### src/rtl/machine_timer.sv
// Memory-mapped 64-bit machine timer: prescaled mtime counter, mtimecmp compare
// with a DISARMED/ARMED/FIRED interrupt FSM, and a registered read port.
module machine_timer #(
    parameter int PRESCALE_DIV = 1,
    parameter int X_LEN        = 32
) (
    input  logic             clk,
    input  logic             reset,
    input  logic             count_en,
    input  logic             timer_wr_en,
    input  logic [1:0]       timer_addr,
    input  logic [X_LEN-1:0] timer_wr_data,
    input  logic             timer_rd_en,
    output logic [X_LEN-1:0] timer_rd_data,
    output logic             timer_rd_valid,
    output logic             timer_timeout,
    output logic             timer_armed,
    output logic [1:0]       dbg_state
);

    localparam int PW = (PRESCALE_DIV > 1) ? $clog2(PRESCALE_DIV) : 1;
    localparam logic [PW-1:0] PS_MAX = PW'(PRESCALE_DIV - 1);
    localparam logic [PW-1:0] PS_ONE = PW'(1);
    localparam logic [2*X_LEN-1:0] MT_ONE = (2*X_LEN)'(1);

    typedef enum logic [1:0] {
        DISARMED = 2'd0,
        ARMED    = 2'd1,
        FIRED    = 2'd2
    } state_t;

    state_t             state;
    logic [2*X_LEN-1:0] mtime;
    logic [2*X_LEN-1:0] mtimecmp;
    logic [PW-1:0]      prescaler;
    logic [X_LEN-1:0]   shadow_hi;
    logic               lo_read_q;

    logic wr_mtime_lo, wr_mtime_hi, wr_cmp_lo, wr_cmp_hi, tick;

    assign wr_mtime_lo = timer_wr_en && (timer_addr == 2'd0);
    assign wr_mtime_hi = timer_wr_en && (timer_addr == 2'd1);
    assign wr_cmp_lo   = timer_wr_en && (timer_addr == 2'd2);
    assign wr_cmp_hi   = timer_wr_en && (timer_addr == 2'd3);
    assign tick        = count_en && (prescaler == PS_MAX);
    assign dbg_state   = state;

    // Software writes to mtime win over a due increment and restart the prescaler.
    always_ff @(posedge clk) begin
        if (reset) begin
            mtime     <= '0;
            prescaler <= '0;
        end else if (wr_mtime_lo || wr_mtime_hi) begin
            prescaler <= '0;
            if (wr_mtime_lo)
                mtime[X_LEN-1:0] <= timer_wr_data;
            else
                mtime[2*X_LEN-1:X_LEN] <= timer_wr_data;
        end else if (count_en) begin
            if (tick) begin
                prescaler <= '0;
                mtime     <= mtime + MT_ONE;
            end else begin
                prescaler <= prescaler + PS_ONE;
            end
        end
    end

    always_ff @(posedge clk) begin
        if (reset) begin
            mtimecmp <= '1;
        end else if (wr_cmp_lo) begin
            mtimecmp[X_LEN-1:0] <= timer_wr_data;
        end else if (wr_cmp_hi) begin
            mtimecmp[2*X_LEN-1:X_LEN] <= timer_wr_data;
        end
    end

    // Writing the low compare half disarms so a half-updated value can never fire;
    // the high-half write re-arms.
    always_ff @(posedge clk) begin
        if (reset) begin
            state         <= DISARMED;
            timer_armed   <= 1'b0;
            timer_timeout <= 1'b0;
        end else if (wr_cmp_lo) begin
            state         <= DISARMED;
            timer_armed   <= 1'b0;
            timer_timeout <= 1'b0;
        end else if (wr_cmp_hi) begin
            state         <= ARMED;
            timer_armed   <= 1'b1;
            timer_timeout <= 1'b0;
        end else begin
            case (state)
                ARMED: begin
                    if (mtime >= mtimecmp) begin
                        state         <= FIRED;
                        timer_timeout <= 1'b1;
                    end
                end
                default: ;
            endcase
        end
    end

    // Read port: timer_rd_en is always accepted (no back-pressure); timer_rd_valid
    // pulses for exactly one cycle, the cycle after the request, with the data.
    always_ff @(posedge clk) begin
        if (reset) begin
            timer_rd_data  <= '0;
            timer_rd_valid <= 1'b0;
            shadow_hi      <= '0;
            lo_read_q      <= 1'b0;
        end else begin
            timer_rd_valid <= timer_rd_en;
            lo_read_q      <= timer_rd_en && (timer_addr == 2'd0);
            if (timer_rd_en) begin
                case (timer_addr)
                    2'd0: begin
                        timer_rd_data <= mtime[X_LEN-1:0];
                        shadow_hi     <= mtime[2*X_LEN-1:X_LEN];
                    end
                    2'd1:    timer_rd_data <= lo_read_q ? shadow_hi : mtime[2*X_LEN-1:X_LEN];
                    2'd2:    timer_rd_data <= mtimecmp[X_LEN-1:0];
                    default: timer_rd_data <= mtimecmp[2*X_LEN-1:X_LEN];
                endcase
            end
        end
    end

endmodule

### config.mk
export PLATFORM = sky130hd
export DESIGN_NAME = machine_timer
export DESIGN_NICKNAME = d
export VERILOG_FILES = /design/src/rtl/machine_timer.sv
export SDC_FILE = /design/constraint.sdc
export NUM_CORES = 1
export LEC_CHECK = 0
export ABC_CLOCK_PERIOD_IN_PS = 5860
export BUFFER_PORTS_ARGS = -buffer_cell sky130_fd_sc_hd__buf_2
export CORE_MARGIN = 5
export CORE_UTILIZATION = 65
export DETAILED_ROUTE_END_ITERATION = 7
export PLACE_DENSITY_LB_ADDON = 0.05
export SYNTH_ARGS = -nofsm -noshare
export SYNTH_HDL_FRONTEND = slang
export SYNTH_SLANG_ARGS = --single-unit
### constraint.sdc
create_clock -name clk -period 5.86 [get_ports clk]
set_input_delay 1.172 -clock clk [delete_from_list [all_inputs] [get_ports clk]]
set_output_delay 1.172 -clock clk [all_outputs]
set_load 0.01 [all_outputs]
* Yosys cells after proc, flatten, opt, wreduce, memory -nomap -nowiden
Cells that the tools add are included.
Word-level totals: flip-flop bits (word level) 198, input bits 39, output and inout port bits 37, logic and storage cells 55
Operators by class: $add $sub $neg 2, order comparisons 1, eq/ne operators 6, multiplexer cells 11, bitwise gates (word level) 2, reduce and logical (&&, ||, !) cells 21
Operators with widths (count):
- $mux 64 | 3
- $mux 32 | 3
- $pmux 32 s3 | 1
- $add 64x1->64 const B | 1
- $ge 64x64->1 | 1
- $reduce_and 2->1 | 4
- $reduce_bool 2->1 | 4
- $logic_and 1x1->1 | 6
- $reduce_and 3->1 | 2
- $eq 2x1->1 const B | 2
- $eq 2x2->1 const B | 2
- $mux 1 | 4
- $ne 2x2->1 const B | 2
- $reduce_or 2->1 | 2
- $reduce_or 3->1 | 1
- $logic_not 2->1 | 1
- $not 1->1 | 2
- $add 1x1->1 const B | 1
- $logic_or 1x1->1 | 1

* Longest topological paths before layout
Gate-level depths: netlist of the first run.
word-level depth 5, depth in mapped cells 10, gate-level depth less buffers 9

* Least setup slack after synthesis of the first run
OpenSTA, ideal clock, no wires.
kind in2reg, start point input timer_addr[0], end point register mtime[48], setup time 73 ps, arrival 2826 ps, data required time 5787 ps, slack 2960 ps, stages 7, path buffers 3, cell sequence clkbuf_1 -> buf_1 -> and2_0 -> clkbuf_1 -> nor2_1 -> mux2_1 -> nor3_2
Between the ends: word-level cells in the longest chain between the ends 5, elaborated cells between the ends (all ways) 10, those cells by class eq/ne (2); mux (1); reduce/logical (7)
RTL lines:
- start, declared | line 11 | input logic [1:0] timer_addr,
- $eq 2x1->1 or $logic_not 2->1 (tied branches) | line 42, 41
- $logic_and 1x1->1, on equally long branches | line 42, 41
- $logic_or 1x1->1 | line 53 | end else if (wr_mtime_lo || wr_mtime_hi) begin
- $ne 2x2->1 (no source line) or $reduce_bool 2->1 (tied branches)
- $reduce_and 3->1 (no source line)
- end signal, assigned by index | line 56 | mtime[X_LEN-1:0] <= timer_wr_data;
- end signal, assigned by index | line 58 | mtime[2*X_LEN-1:X_LEN] <= timer_wr_data;
- end signal, assigned | line 62 | mtime <= mtime + MT_ONE;
- end, declared | line 33 | logic [2*X_LEN-1:0] mtime;
Several ways; a longest one is shown, not always the timed one. A chain may end at the register's enable or synchronous reset.

* Final worst setup path of the first run
start point input timer_addr[1], end point register mtime[53]
Same word-level chain as after synthesis.

==> results of run 1 <==
## worst max-delay path, stage by stage
cell and delay [ns]:
buf_2 0.81, nand2b_1 0.20, buf_4 0.42, nand2_1 0.51
nand2_1 0.89, and3_1 0.28, nor3_1 0.06, a211oi_1 0.27
## cell usage after synthesis (3+ instances only)
| cell type | instances | share of area |
|---|---|---|
| a22oi_1 | 8 | 0.0053 |
| dfxtp_1 | 198 | 0.35 |
| a31oi_1 | 7 | 0.0039 |
| inv_1 | 67 | 0.022 |
| mux4_2 | 32 | 0.064 |
| nor3_1 | 23 | 0.010 |
| mux2_1 | 3 | 0.0030 |
| a211oi_1 | 12 | 0.0080 |
| buf_1 | 18 | 0.0060 |
| or3_1 | 8 | 0.0044 |
| o22ai_1 | 12 | 0.0066 |
| o311ai_0 | 3 | 0.0023 |
| nand4_1 | 18 | 0.010 |
| mux2i_1 | 38 | 0.034 |
| o21ai_0 | 44 | 0.019 |
| a211o_1 | 64 | 0.050 |
| nor3_2 | 4 | 0.0035 |
| a2111oi_0 | 5 | 0.0039 |
| and3_1 | 21 | 0.012 |
| nand2_1 | 136 | 0.045 |
| nor4_1 | 14 | 0.0077 |
| a21oi_1 | 108 | 0.048 |
| a41oi_1 | 3 | 0.0023 |
| a221oi_1 | 4 | 0.0031 |
| nor2_1 | 185 | 0.061 |
| o31ai_1 | 9 | 0.0060 |
| or4_1 | 3 | 0.0020 |
| ha_1 | 65 | 0.072 |
| and4_1 | 9 | 0.0070 |
| nand3_1 | 43 | 0.019 |
| mux2_2 | 29 | 0.029 |
| clkbuf_1 | 73 | 0.024 |
| nor2b_1 | 4 | 0.0022 |
| nor3b_1 | 3 | 0.0020 |
| a21o_1 | 5 | 0.0033 |
| a311oi_1 | 13 | 0.010 |
| nand2b_1 | 5 | 0.0028 |
| buf_2 | 3 | 0.0013 |
| o21bai_1 | 5 | 0.0033 |
| and2_1 | 6 | 0.0033 |
## layer usage
metal  track usage  routed length [um]
met1         0.442               13800
met2         0.507               14800
met3        0.0630                2670
met4         0.100                 733
met5             0                   0
## kinds of logic (layout without fill, tap and decap cells)
kind of cell    Yosys count  in the layout  synth area share
flops                   198            198             0.350
other cells               0              1                 0
simple gates            494            494             0.205
compound gates          320            320             0.189
buf+inv                 162            187            0.0544
fa+ha+maj                65             65            0.0719
mux                     102            102             0.129
## where the power goes
part / internal [mW] / switching (mW) / leakage (nW) / total, mW
clock network: 0.669 / 0.532 / 0.282 / 1.20
registers: 1.41 / 0.0676 / 1.62 / 1.48
logic: 0.173 / 0.246 / 3.50 / 0.420
## path summary, 6_finish.rpt
kind / start / to / slack [ns] / cells after the start
worst max-delay path: timer_addr[1] / mtime[53]$_SDFFE_PP0P_ / 1.55 / 8
worst min-delay path: shadow_hi[9]$_SDFFE_PP0P_ / shadow_hi[9]$_SDFFE_PP0P_ / 0.46 / 2
worst max register to register: mtime[29]$_SDFFE_PP0P_ / dbg_state[0]$_SDFFE_PP0P_ / 2.54 / 7
worst min register to register: shadow_hi[9]$_SDFFE_PP0P_ / shadow_hi[9]$_SDFFE_PP0P_ / 0.46 / 2
## registers in the layout (all words and copies together) (netlist names)
register,count
lo_read_q,1
shadow_hi,32
mtimecmp,64
mtime,64
timer_armed,1
prescaler,1
dbg_state,2
timer_rd_valid,1
timer_rd_data,32
## cell type report
type | instances | area, um^2
well taps | 225 | 282
multi-input cells | 981 | 6750
diodes | 1 | 2.50
inverters | 67 | 251
repair buffers | 90 | 494
fillers | 1377 | 4850
flip-flops and latches | 198 | 3960
clock inverters | 12 | 155
clock buffers | 18 | 429
==> summary.txt, run 1 <==
Floorplan
  • Die Y-Extent: 142 um
  • Ports: 76
  • Die X: between 100 and 150 um
  • Cell Rows: 48
  • Core ar.: 0.0172 mm^2
  • Initial Util: 0.659
  • Die area: 0.0201 mm^2

Status
  • Outcome: complete, no violations

Drt
  • DR iter-0 viols: 1206
  • Drt first pass iters: 5
  • Remaining DRCs: 0
  • Routed WL per cell: around 20 um
  • Routed vias: 10400
  • Detail Route Antenna Nets: 0
  • Final WL: between 30000 and 40000 um
  • Drt via density: 6.52

Logic synthesis
  • Number of flops mapped to enable cells by yosys: 0
  • Syn Inst Count: 1341
  • Part of the Yosys area used for sequential elements: 0.350
  • Post-Syn Nets: between 1000 and 1500
  • Asr flop ratio synth: 0
  • Post-synth cell types: 66
  • Ys flop type: dfxtp_1
  • Number of synthesized register bits: roughly 200
  • Avg Inst Size Synth: 8.44 um^2
  • Post-Synthesis Cell Area: 0.0113 mm^2
  • Yosys warns: 0

Placed design
  • PortBufs: 75
  • Dpl cell area: roughly 0.012 mm^2
  • Setup WS pre-CTS: 1.26 ns
  • Placed Instances: 1561
  • HPWL Detailed: between 20000 and 25000 um
  • GP Congestion: 0.942

Final layout
  • Layout Cells excl Fill: 1592
  • Fraction of layout instances using a drive strength above 1: 0.143
  • Fin area: approximately 0.012 mm^2
  • P&R area growth vs syn: 8.97%
  • Most common cell after layout, fill and taps aside: dfxtp_1
  • Most frequent cells in the layout: dfxtp_1, nor2_1, nand2_1
  • # nets final: 1459
  • Post-layout util: 0.718

Timing
  • Minimum clock period: 4.31 ns
  • Hold WS: 0.456 ns
  • Least-Margin Pin Slew: roughly 1.1 ns
  • Max frequency: 232 MHz
  • Endpoints failing setup: 0
  • Setup ws final: 1.55 ns
  • Period utilisation layout: 0.735
  • Clock Skew: 0.00866 ns
  • Final Max Tran Viols: 0
  • Setup TNS: 0 ns
  • RSZ-0062 raised after global routing: no
  • Count of final hold-check violations: 0
  • Relative slew slack: 0.262

Job
  • # Max-Cap Violations: 0

Clock tree
  • CTS tree: done
  • Htree depth: 4
  • Worst-Skew Late Latency: around 0.44 ns
  • CTS root buf: clkbuf_16
  • Clock buffer depth: 2
  • Count of cells resized by post-cts repair: 0
  • Clock sink total: slightly below 200
  • Setup Fix Bufs, Post-CTS: 0
  • TritonCTS Buffers: 17
  • CTS Hold Bufs: 0
  • CTS clock-pin slew for the worst setup and hold paths: 0.07 ns

Critical path
  • Setup crit end kind: flip-flop
  • Arrival @ worst endpoint: approximately 4.6 ns
  • Setup CP Type: in2reg
  • Crit path max fanout: 45
  • Startpoint type of the worst setup path: primary input
  • Required @ worst endpoint: about 6.2 ns

Power and ir drop
  • Lkg Pwr: 5.40 nW
  • PwrDens: 251 mW/mm^2
  • VDD IR-drop max: ~0.0002 V
  • Total power: 3.10 mW

GRT
  • Global route overflow: 0
  • Largest net degree at the start of global routing: 143
  • First-pass GRT wire length: 51600 um
  • Vias in the first global route: ~10000
  • Overall Global Routing Usage: 0.319
  • Initial antenna violation count: 1

Min path
  • Worst Hold Class: reg2reg
Note: power is estimated with default switching activity, not from simulation.
==> run 2, diff against run 1 <==
Settings changed: ABC_CLOCK_PERIOD_IN_PS 5860 to 4400, CORE_UTILIZATION 65 to 61.
Clock period 5.86 ns to 4.4 ns, I/O delays scaled along.
==> summary.txt, run 2 (same netlist as run 1, synthesis figures left out) <==
Drt
  • Drt first pass iters: 6 (+1)
  • DR iter-0 viols: 1179 (-2.2%)
  • Routed vias: 10400 (-0.058%)
  • Final WL: 32700 um (+2.1%)
  • Detail Route Antenna Nets: 0 (unchanged)
  • Remaining DRCs: 0 (unchanged)
  • Routed WL per cell: 20.4 um (+1.5%)
  • Drt via density: 6.48 (-0.62%)

Status
  • Outcome: complete, no violations

Critical path
  • Crit path max fanout: 28 (-38%)
  • Arrival @ worst endpoint: 3.56 ns (-1.08 ns)
  • Required @ worst endpoint: 4.70 ns (-1.49 ns)
  • Reg2reg path depth: 7 (unchanged)
  • End point of the critical path: mtime[31]$_SDFFE_PP0P_
  • Startpoint type of the worst setup path: primary input
  • Setup crit end kind: flip-flop
  • RR Startpoint: mtime[29]$_SDFFE_PP0P_
  • Setup CP Type: in2reg
  • Worst r2r dst: dbg_state[0]$_SDFFE_PP0P_
  • FF-to-FF setup slack: 1.25 ns (-1.29 ns)
  • CP startpoint: timer_addr[1]

GRT
  • Busiest grt layer: met2
  • Grt met1 use: 0.436 (-0.00626)
  • Met3 usage: 0.0518 (-0.0113)
  • Initial antenna violation count: 0 (-1)
  • Vias in the first global route: 9596 (-1.7%)
  • GR Util met2: 0.467 (-0.0398)
  • Global route overflow: 0 (unchanged)
  • First-pass GRT wire length: 52700 um (+2.2%)
  • Largest net degree at the start of global routing: 108 (-24%)
  • Overall Global Routing Usage: 0.304 (-0.0155)

Clock tree
  • Setup Fix Bufs, Post-CTS: 0 (unchanged)
  • Worst-Skew Late Latency: 0.44 ns (about the same)
  • Count of cells resized by post-cts repair: 0 (unchanged)
  • Htree depth: 4 (unchanged)
  • TritonCTS Buffers: 17 (unchanged)
  • CTS clock-pin slew for the worst setup and hold paths: 0.07 ns (about the same)
  • CTS root buf: clkbuf_16
  • Clock buffer depth: 2 (unchanged)
  • CTS Hold Bufs: 0 (unchanged)
  • Clock sink total: 198 (unchanged)
  • CTS tree: done

Placed design
  • HPWL Detailed: 22700 um (+3.1%)
  • Placed Instances: 1571 (+0.64%)
  • PortBufs: 75 (unchanged)
  • GP Congestion: 0.912 (-3.2%)
  • Dpl cell area: 0.0118 mm^2 (+0.54%)

Floorplan
  • Ports: 76 (unchanged)
  • Die X: 146 um (+3.0%)
  • Cell Rows: 49 (+2.1%)
  • Die area: 0.0214 mm^2 (+6.1%)
  • Initial Util: 0.625 (-0.0331)
  • Core ar.: 0.0181 mm^2 (+5.3%)
  • Die Y-Extent: 146 um (+3.0%)

Final layout
  • Most common cell after layout, fill and taps aside: dfxtp_1
  • Antenna fix cells: 0 (-1)
  • Most frequent cells in the layout: dfxtp_1, nor2_1, nand2_1
  • Fraction of layout instances using a drive strength above 1: 0.146 (+0.00229)
  • Register Area: 0.00396 mm^2 (unchanged)
  • Fill cell count: 1490 (+8.2%)
  • Multi-input logic area: 0.00675 mm^2 (about the same)
  • Biggest regs: mtime x64, mtimecmp x64
  • P&R area growth vs syn: 9.05% (about the same)
  • Layout Cells excl Fill: 1601 (+0.57%)
  • Fin area: 0.0123 mm^2 (about the same)
  • # nets final: 1465 (+0.41%)

Timing
  • Count of final hold-check violations: 0 (unchanged)
  • Relative slew slack: 0.307 (+0.0454)
  • Max frequency: 307 MHz
  • Clock Skew: 0.00734 ns (-0.00132 ns)
  • Least-Margin Pin Slew: 1.04 ns (-0.0719 ns)
  • Period utilisation layout: 0.739
  • Endpoints failing setup: 0 (unchanged)
  • RSZ-0062 raised after global routing: no
  • Final Max Tran Viols: 0 (unchanged)
  • Minimum clock period: 3.25 ns
  • Setup TNS: 0 ns (unchanged)

Power and ir drop
  • Sw frac: 0.277 (+0.00438)
  • P_sw: 1.11 mW (+32%)
  • Part of the power in registers: 0.491 (+0.014)
  • Comb power frac: 0.140 (+0.005)
  • PwrDens: 326 mW/mm^2 (+30%)
  • P_int: 2.90 mW (+29%)
  • Lkg Pwr: 5.41 nW (+0.13%)
  • VDD IR-drop max: 0.000267 V (+36%)
  • Clock power share: 0.369 (-0.019)

Job
  • # Max-Cap Violations: 0 (unchanged)

Min path
  • Worst Hold Class: reg2reg
  • Hold Crit Start: shadow_hi[7]$_SDFFE_PP0P_
run 2: area by class of cell:
type                            count  area share
Multi-Input combinational cell    981       0.547
Timing Repair Buffer               96      0.0447
Tap cell                          229      0.0232
Sequential cell                   198       0.321
Inverter                           67      0.0204
Clock inverter                      8     0.00629
Clock buffer                       22      0.0368
run 2: metal layers:
metal	share of wire	routed length, um
met1	0.43	14200
met2	0.46	14900
met3	0.085	2770
met4	0.024	784
met5	0	0
run 2: how the worst min path moves through the flow:
stage                                 endpoint  slack, ns  cells past startpoint
floorplan            shadow_hi[0]$_SDFFE_PP0P_       0.43                      2
global placement    shadow_hi[16]$_SDFFE_PP0P_       0.44                      2
CTS                  shadow_hi[8]$_SDFFE_PP0P_       0.46                      2
finish               shadow_hi[7]$_SDFFE_PP0P_       0.46                      2
detailed placement  shadow_hi[30]$_SDFFE_PP0P_       0.45                      2
global route         shadow_hi[9]$_SDFFE_PP0P_       0.47                      2
run 2: per-stage QoR:
stage               hold slack, ns   util  setup slack [ns]  total power [mW]
finish                       0.455  0.682              1.15              4.02
global route                 0.471  0.682             0.887              4.17
CTS                          0.456  0.682              1.19              4.02
detailed placement           0.446  0.653             0.732              2.57
global placement             0.438  0.653             0.857              2.55
floorplan                    0.433      -              1.79              2.37
run 2: critical path, stage by stage:
cell	delay, ns
buf_2	0.28
nand2b_1	0.25
buf_4	0.24
nor2_1	0.81
nor2_1	0.35
buf_4	0.29
o311ai_0	0.33
a21oi_1	0.11
run 2: power by group through the flow:
| stage | Clock (mW) | Sequential [mW] | Combinational (mW) |
|---|---|---|---|
| after floorplan | 0 | 1.99 | 0.385 |
| after global placement | 0 | 2.01 | 0.544 |
| after detailed placement | 0 | 2.01 | 0.557 |
| after CTS | 1.49 | 1.97 | 0.559 |
| after global routing | 1.57 | 1.98 | 0.624 |
| final | 1.48 | 1.97 | 0.564 |
